**src/rtl/mem_port_arbiter_pkg.sv**
```systemverilog
// Shared types and default tuning constants for the fetch/data memory port arbiter.
package mem_port_arbiter_pkg;

  typedef enum logic [1:0] {
    IDLE  = 2'd0,
    BUS_D = 2'd1,
    BUS_I = 2'd2,
    RESP  = 2'd3
  } arb_state_t;

  localparam int DEFAULT_MAX_WAIT   = 15;
  localparam int DEFAULT_STARVE_LIM = 4;
  localparam int STARVE_SAT         = 7;

endpackage

```
**src/rtl/mem_port_arbiter_wait_timer.sv**
```systemverilog
// Counts bus wait cycles of the current grant and flags the cycle on which the wait limit is hit.
module arb_wait_timer
  import mem_port_arbiter_pkg::*;
#(
  parameter int MAX_WAIT = DEFAULT_MAX_WAIT
) (
  input  logic clk,
  input  logic reset,
  input  logic clear,
  input  logic enable,
  output logic timeout
);

  logic [7:0] wait_cnt;

  always_ff @(posedge clk or negedge reset) begin
    if (!reset) begin
      wait_cnt <= '0;
    end else if (clear) begin
      wait_cnt <= '0;
    end else if (enable) begin
      wait_cnt <= wait_cnt + 8'd1;
    end
  end

  // Fires on the wait cycle whose increment would bring wait_cnt to MAX_WAIT.
  assign timeout = enable && (wait_cnt == 8'(MAX_WAIT - 1));

endmodule

```
**src/rtl/mem_port_arbiter.sv**
```systemverilog
// Arbitrates an instruction-fetch port and a data port onto one shared memory bus,
// favouring data but bounding how long a pending fetch can be starved.
module mem_port_arbiter
  import mem_port_arbiter_pkg::*;
#(
  parameter int ADDR_W     = 32,
  parameter int DATA_W     = 32,
  parameter int MAX_WAIT   = DEFAULT_MAX_WAIT,
  parameter int STARVE_LIM = DEFAULT_STARVE_LIM
) (
  input  logic              clk,
  input  logic              reset,
  input  logic              if_req,
  input  logic [ADDR_W-1:0] if_addr,
  output logic [DATA_W-1:0] if_rdata,
  output logic              if_ack,
  input  logic              d_req,
  input  logic              d_we,
  input  logic [ADDR_W-1:0] d_addr,
  input  logic [DATA_W-1:0] d_wdata,
  output logic [DATA_W-1:0] d_rdata,
  output logic              d_ack,
  output logic              bus_valid,
  output logic              bus_we,
  output logic [ADDR_W-1:0] bus_addr,
  output logic [DATA_W-1:0] bus_wdata,
  input  logic [DATA_W-1:0] bus_rdata,
  input  logic              bus_ready,
  output logic              stall_if,
  output logic              stall_mem,
  output logic              bus_err
);

  localparam logic [2:0] STARVE_LIM_W = 3'(STARVE_LIM);
  localparam logic [2:0] STARVE_SAT_W = 3'(STARVE_SAT);

  arb_state_t        state;
  arb_state_t        next_state;
  logic [2:0]        starve_cnt;
  logic              grant_d;
  logic              err_flag;
  logic [DATA_W-1:0] data_q;
  logic              in_bus;
  logic              timeout;

  assign in_bus = (state == BUS_D) || (state == BUS_I);

  arb_wait_timer #(
    .MAX_WAIT(MAX_WAIT)
  ) u_wait_timer (
    .clk    (clk),
    .reset  (reset),
    .clear  (state == IDLE),
    .enable (in_bus && !bus_ready),
    .timeout(timeout)
  );

  always_ff @(posedge clk or negedge reset) begin
    if (!reset) begin
      state <= IDLE;
    end else begin
      state <= next_state;
    end
  end

  always_comb begin
    next_state = state;
    case (state)
      IDLE: begin
        if (d_req && !(if_req && (starve_cnt >= STARVE_LIM_W))) begin
          next_state = BUS_D;
        end else if (if_req) begin
          next_state = BUS_I;
        end
      end
      BUS_D, BUS_I: begin
        if (bus_ready || timeout) begin
          next_state = RESP;
        end
      end
      RESP:    next_state = IDLE;
      default: next_state = IDLE;
    endcase
  end

  always_comb begin
    d_ack    = (state == RESP) && grant_d;
    if_ack   = (state == RESP) && !grant_d;
    bus_err  = (state == RESP) && err_flag;
    d_rdata  = d_ack ? data_q : '0;
    if_rdata = if_ack ? data_q : '0;
  end

  assign stall_if  = if_req & ~if_ack;
  assign stall_mem = d_req & ~d_ack;

  // Bus request, grant owner, starvation count and response data all move only on state transitions.
  always_ff @(posedge clk or negedge reset) begin
    if (!reset) begin
      bus_valid  <= 1'b0;
      bus_we     <= 1'b0;
      bus_addr   <= '0;
      bus_wdata  <= '0;
      grant_d    <= 1'b0;
      err_flag   <= 1'b0;
      starve_cnt <= '0;
      data_q     <= '0;
    end else begin
      case (state)
        IDLE: begin
          err_flag <= 1'b0;
          if (next_state == BUS_D) begin
            bus_valid <= 1'b1;
            bus_we    <= d_we;
            bus_addr  <= d_addr;
            bus_wdata <= d_wdata;
            grant_d   <= 1'b1;
            if (if_req && (starve_cnt != STARVE_SAT_W)) begin
              starve_cnt <= starve_cnt + 3'd1;
            end
          end else if (next_state == BUS_I) begin
            bus_valid  <= 1'b1;
            bus_we     <= 1'b0;
            bus_addr   <= if_addr;
            bus_wdata  <= '0;
            grant_d    <= 1'b0;
            starve_cnt <= '0;
          end
        end
        BUS_D, BUS_I: begin
          if (next_state == RESP) begin
            bus_valid <= 1'b0;
            bus_we    <= 1'b0;
            bus_addr  <= '0;
            bus_wdata <= '0;
            data_q    <= (bus_ready && !bus_we) ? bus_rdata : '0;
            err_flag  <= !bus_ready;
          end
        end
        RESP: begin
          data_q <= '0;
        end
        default: begin
        end
      endcase
    end
  end

endmodule

```
**config.mk**
```make
export PLATFORM = sky130hd
export DESIGN_NAME = mem_port_arbiter
export DESIGN_NICKNAME = d
export VERILOG_FILES = /design/src/rtl/mem_port_arbiter_pkg.sv /design/src/rtl/mem_port_arbiter_wait_timer.sv /design/src/rtl/mem_port_arbiter.sv
export SDC_FILE = /design/constraint.sdc
export NUM_CORES = 1
export LEC_CHECK = 0
export BUFFER_PORTS_ARGS = -buffer_cell sky130_fd_sc_hd__buf_4
export CORE_MARGIN = 2
export CORE_UTILIZATION = 30
export DETAILED_ROUTE_END_ITERATION = 10
export PLACE_DENSITY = 0.58
export SLEW_MARGIN = 20
export SYNTH_ARGS = -nofsm -noshare
export SYNTH_HDL_FRONTEND = slang
export SYNTH_SLANG_ARGS = --single-unit
```
**constraint.sdc**
```tcl
create_clock -name clk -period 3.1 [get_ports clk]
set_input_delay 0.62 -clock clk [delete_from_list [all_inputs] [get_ports clk]]
set_output_delay 0.62 -clock clk [all_outputs]
set_load 0.05 [all_outputs]
```
==> reports/qor.yml <==
job:
  cap_violations: 0
clocking:
  cts_made_buffers: 17
  root_buffer: "clkbuf_16"
  htreeDepth: 4
  postCtsSetupBuffers: 0
  clk_pin_slew_worst_paths_ps: 50
  clock-sinks: 113
  clock_latency_ps: 400
  cts-hold-fix-buffers: 0
  cts_tree: "yes"
  ctsResizeCount: 0
  clock_path_buffers: 2
pwr:
  p_seq_share_pct: 26.3
  finalPower_uw: 9240
  share_clk_of_total_power_pct: 20.8
  ir_drop_v: 0.000622
  p_int_uw: 5060
  pwr-share-comb_pct: 52.9
  p_switching_uw: 4180
  power.density_nw_per_um2: 1150
  power_switching_share_pct: 45.3
  leakage_uw: 0.00422
worst_setup_path:
  critPathBufInv: 1
  cp.arrival_ps: 3150
  ff2ff_setup_slack_ps: 290
  crit_path_cell_trace: "inv_1, ha_1, nor2b_1, o21ai_0, o211ai_1, ha_1, or3b_1, nor2_8, a22o_1"
  critPathTopFamily: "simple AND/OR/NAND/NOR gates"
  r2r_start: "state[1]$_DFF_PN0_"
  critical_path_class: "flop to flop"
  crit_top_cell: "ha_1"
  rr_worst_depth: 9
  crit_slowest_cell: "or3b_1"
  end_kind: "flop"
  critPathLaunchType: "flop"
  timing.rr.end: "bus_wdata[31]$_DFFE_PN0P_"
  crit_path_max_incr_delay_ps: 460
  worstPathRequired_ps: 3440
  worst-path-max-fanout: 33
placement:
  dp.cells: 900
  place_congestion: 0.799
  place_hpwl_um: 11000
  place_area_um2: 7460
  io_buffers: 268
floorplan:
  rows: 48
  num_io_pins: 269
  die_h_um: 136
  die_w_um: 136
  start_util_pct: 30.5
  die-area_um2: 18500
  core_region_area_um2: 17200
logic_synthesis:
  yosys_warnings: 0
  synth-seq-cells: 113
  synth_area_um2: 5240
  avgSynthCellArea_um2: 12.1
  synth.distinct_cells: 39
  seq_area_frac_synth_pct: 53.9
  synth_nets: 576
  synth_cells: 433
sta:
  hold_violations: 0
  worst_slew_pin_slew_ps: 754
  rsz0062_at_grt: "no"
  timing.setup.tns_ps: 0
  relSlewSlack_pct: 49.7
  fin_crit_ps: 2810
  clock_skew_ps: 8.70
  timing.fmax_mhz: 356
  slew_violations: 0
  setup_viol: 0
  post-route-period-util_pct: 90.7
drt:
  ant_nets: 0
  vias: 4498
  vias_per_cell: 4.83
  drtIter0Drc: 123
  wl_per_cell_um: 16.3
  drcViolationCount: 0
  drt-pass1-iter-count: 4
  wl_um: 15200
grt:
  grt-ovfl-total: 0
  grt_pass1_wl_um: 23800
  grtUsageTotal_pct: 16.4
  grt_antenna_before_repair: 0
  first_global_vias: 4550
  grt_max_degree: 67
layout:
  multiInputGateArea_um2: 2180
  drive_above_1_share_pct: 45.3
  final_cells: 932
  antenna_cells: 0
  fillers: 1584
  design_area_um2: 8060
  area_delta_synth_final_pct: 53.7
  seqCellArea_um2: 2830
  layout.nets: 837
run_status:
  outcome: "finished clean"
hold_path:
  hp-class: "input port to async pin"
==> registers in the layout, indices dropped and copies added, names as in the netlist <==
signal and flops:
bus_wdata 32, u_wait_timer.wait_cnt 8, starve_cnt 3, bus_valid 1, state 2, grant_d 1, bus_we 1, data_q 32
err_flag 1, bus_addr 32
==> through the flow <==
step | setup WS [ps] | util, % | hold slack [ps]
3_3_place_gp | 361 | 43.4 | 475
5_1_grt | 49.5 | 46.9 | 321
6_report | 288 | 46.9 | 259
4_1_cts | 209 | 46.9 | 298
2_1_floorplan | 448 | - | 324
3_5_place_dp | 216 | 43.4 | 475
==> layer usage <==
| metal | vias to the layer above | track usage (%) | wire, µm |
|---|---|---|---|
| met5 | - | 0 | 0 |
| met4 | 0 | 6.08 | 182 |
| met3 | 14 | 4.40 | 1210 |
| met2 | 178 | 27.3 | 7570 |
| met1 | 2179 | 20.3 | 6220 |
| li1 | 2127 | - | - |
==> final cells by class <==
cell class / count / share of cell area (%)
Sequential cell: 113 / 35.1
Multi-Input combinational cell: 273 / 27.1
Timing Repair Buffer: 280 / 26.6
Clock buffer: 19 / 5.62
Tap cell: 225 / 3.49
Clock inverter: 13 / 1.71
Inverter: 9 / 0.419
==> power by group through the flow <==
stage / combinational [µW] / clock (µW) / sequential (µW)
after floorplan: 2470 / 0 / 3450
after global placement: 4820 / 0 / 2430
after global routing: 5230 / 2060 / 2510
final: 4880 / 1920 / 2430
after detailed placement: 4950 / 0 / 2430
after CTS: 4950 / 1980 / 2430
==> cell usage after synthesis, drive strengths merged <==
library cell,count,area share (%)
a211o,1,0.17
a21o,1,0.14
a21oi,8,0.76
a22o,68,11
and2,34,4.1
and3,33,3.9
and4,1,0.17
buf,26,3.3
clkbuf,12,0.86
dfrtp,113,54
ha,9,2.1
inv,9,0.64
mux2,1,0.21
mux2i,35,6.7
nand2,5,0.36
nand2b,4,0.48
nand3,2,0.19
nand3b,1,0.14
nand4,1,0.12
nand4b,1,0.45
nor2,7,0.81
nor2b,5,0.60
nor3,1,0.095
nor3b,1,0.14
nor4,1,0.12
o211a,2,0.38
o211ai,3,0.43
o21ai,7,0.67
o2bb2ai,33,5.5
o31ai,1,0.14
or3,4,0.48
or3b,1,0.17
or4,1,0.14
xnor2,1,0.17
==> worst max-delay path by stage <==
stage	from	end	slack, ps	depth (start not counted)
2_1_floorplan	state[0]$_DFF_PN0_	if_rdata[22]	450	5
3_3_place_gp	u_wait_timer.wait_cnt[0]$_DFFE_PN0P_	bus_wdata[4]$_DFFE_PN0P_	360	9
3_5_place_dp	u_wait_timer.wait_cnt[0]$_DFFE_PN0P_	bus_wdata[31]$_DFFE_PN0P_	220	9
4_1_cts	u_wait_timer.wait_cnt[0]$_DFFE_PN0P_	bus_wdata[31]$_DFFE_PN0P_	210	9
5_1_grt	state[0]$_DFF_PN0_	bus_wdata[0]$_DFFE_PN0P_	50	9
6_report	state[1]$_DFF_PN0_	bus_wdata[31]$_DFFE_PN0P_	290	9
==> worst register-to-register path: cells and delay by family, from the launching register on <==
kind            cells  cell delay [ps]
fa+ha+maj           2              640
flops               1              370
compound gates      3              670
buf+inv             1               60
simple gates        3             1020
==> cell families after synthesis <==
group,share of synthesized area (%)
multiplexers,6.90
XOR/XNOR,0.167
buffers and inverters,4.82
flip-flops,53.9
AO/OA/AOI/OAI,19.6
AND/OR/NAND/NOR,12.5
adder cells (fa/ha/maj),2.15
==> cells in the final DEF (no fill, tap or decap), types with 2 or more instances in the layout <==
master	synthesis	routed
a21oi_1	8	7
a22o_1	68	68
and2_1	34	34
and3_1	33	33
buf_12	0	3
buf_4	1	277
bufinv_16	0	2
clkbuf_16	0	17
clkbuf_8	0	2
clkinv_2	0	4
clkinv_4	0	4
clkinvlp_4	0	3
dfrtp_1	113	113
ha_1	9	8
inv_1	9	9
mux2i_1	35	34
nand2_1	5	5
nand2b_1	4	4
nand3_1	2	2
nor2_1	6	6
nor2b_1	5	5
o211a_1	2	2
o211ai_1	3	3
o21ai_0	7	7
o2bb2ai_1	33	33
or3_1	4	4
Power figures use the tool's default switching activity.
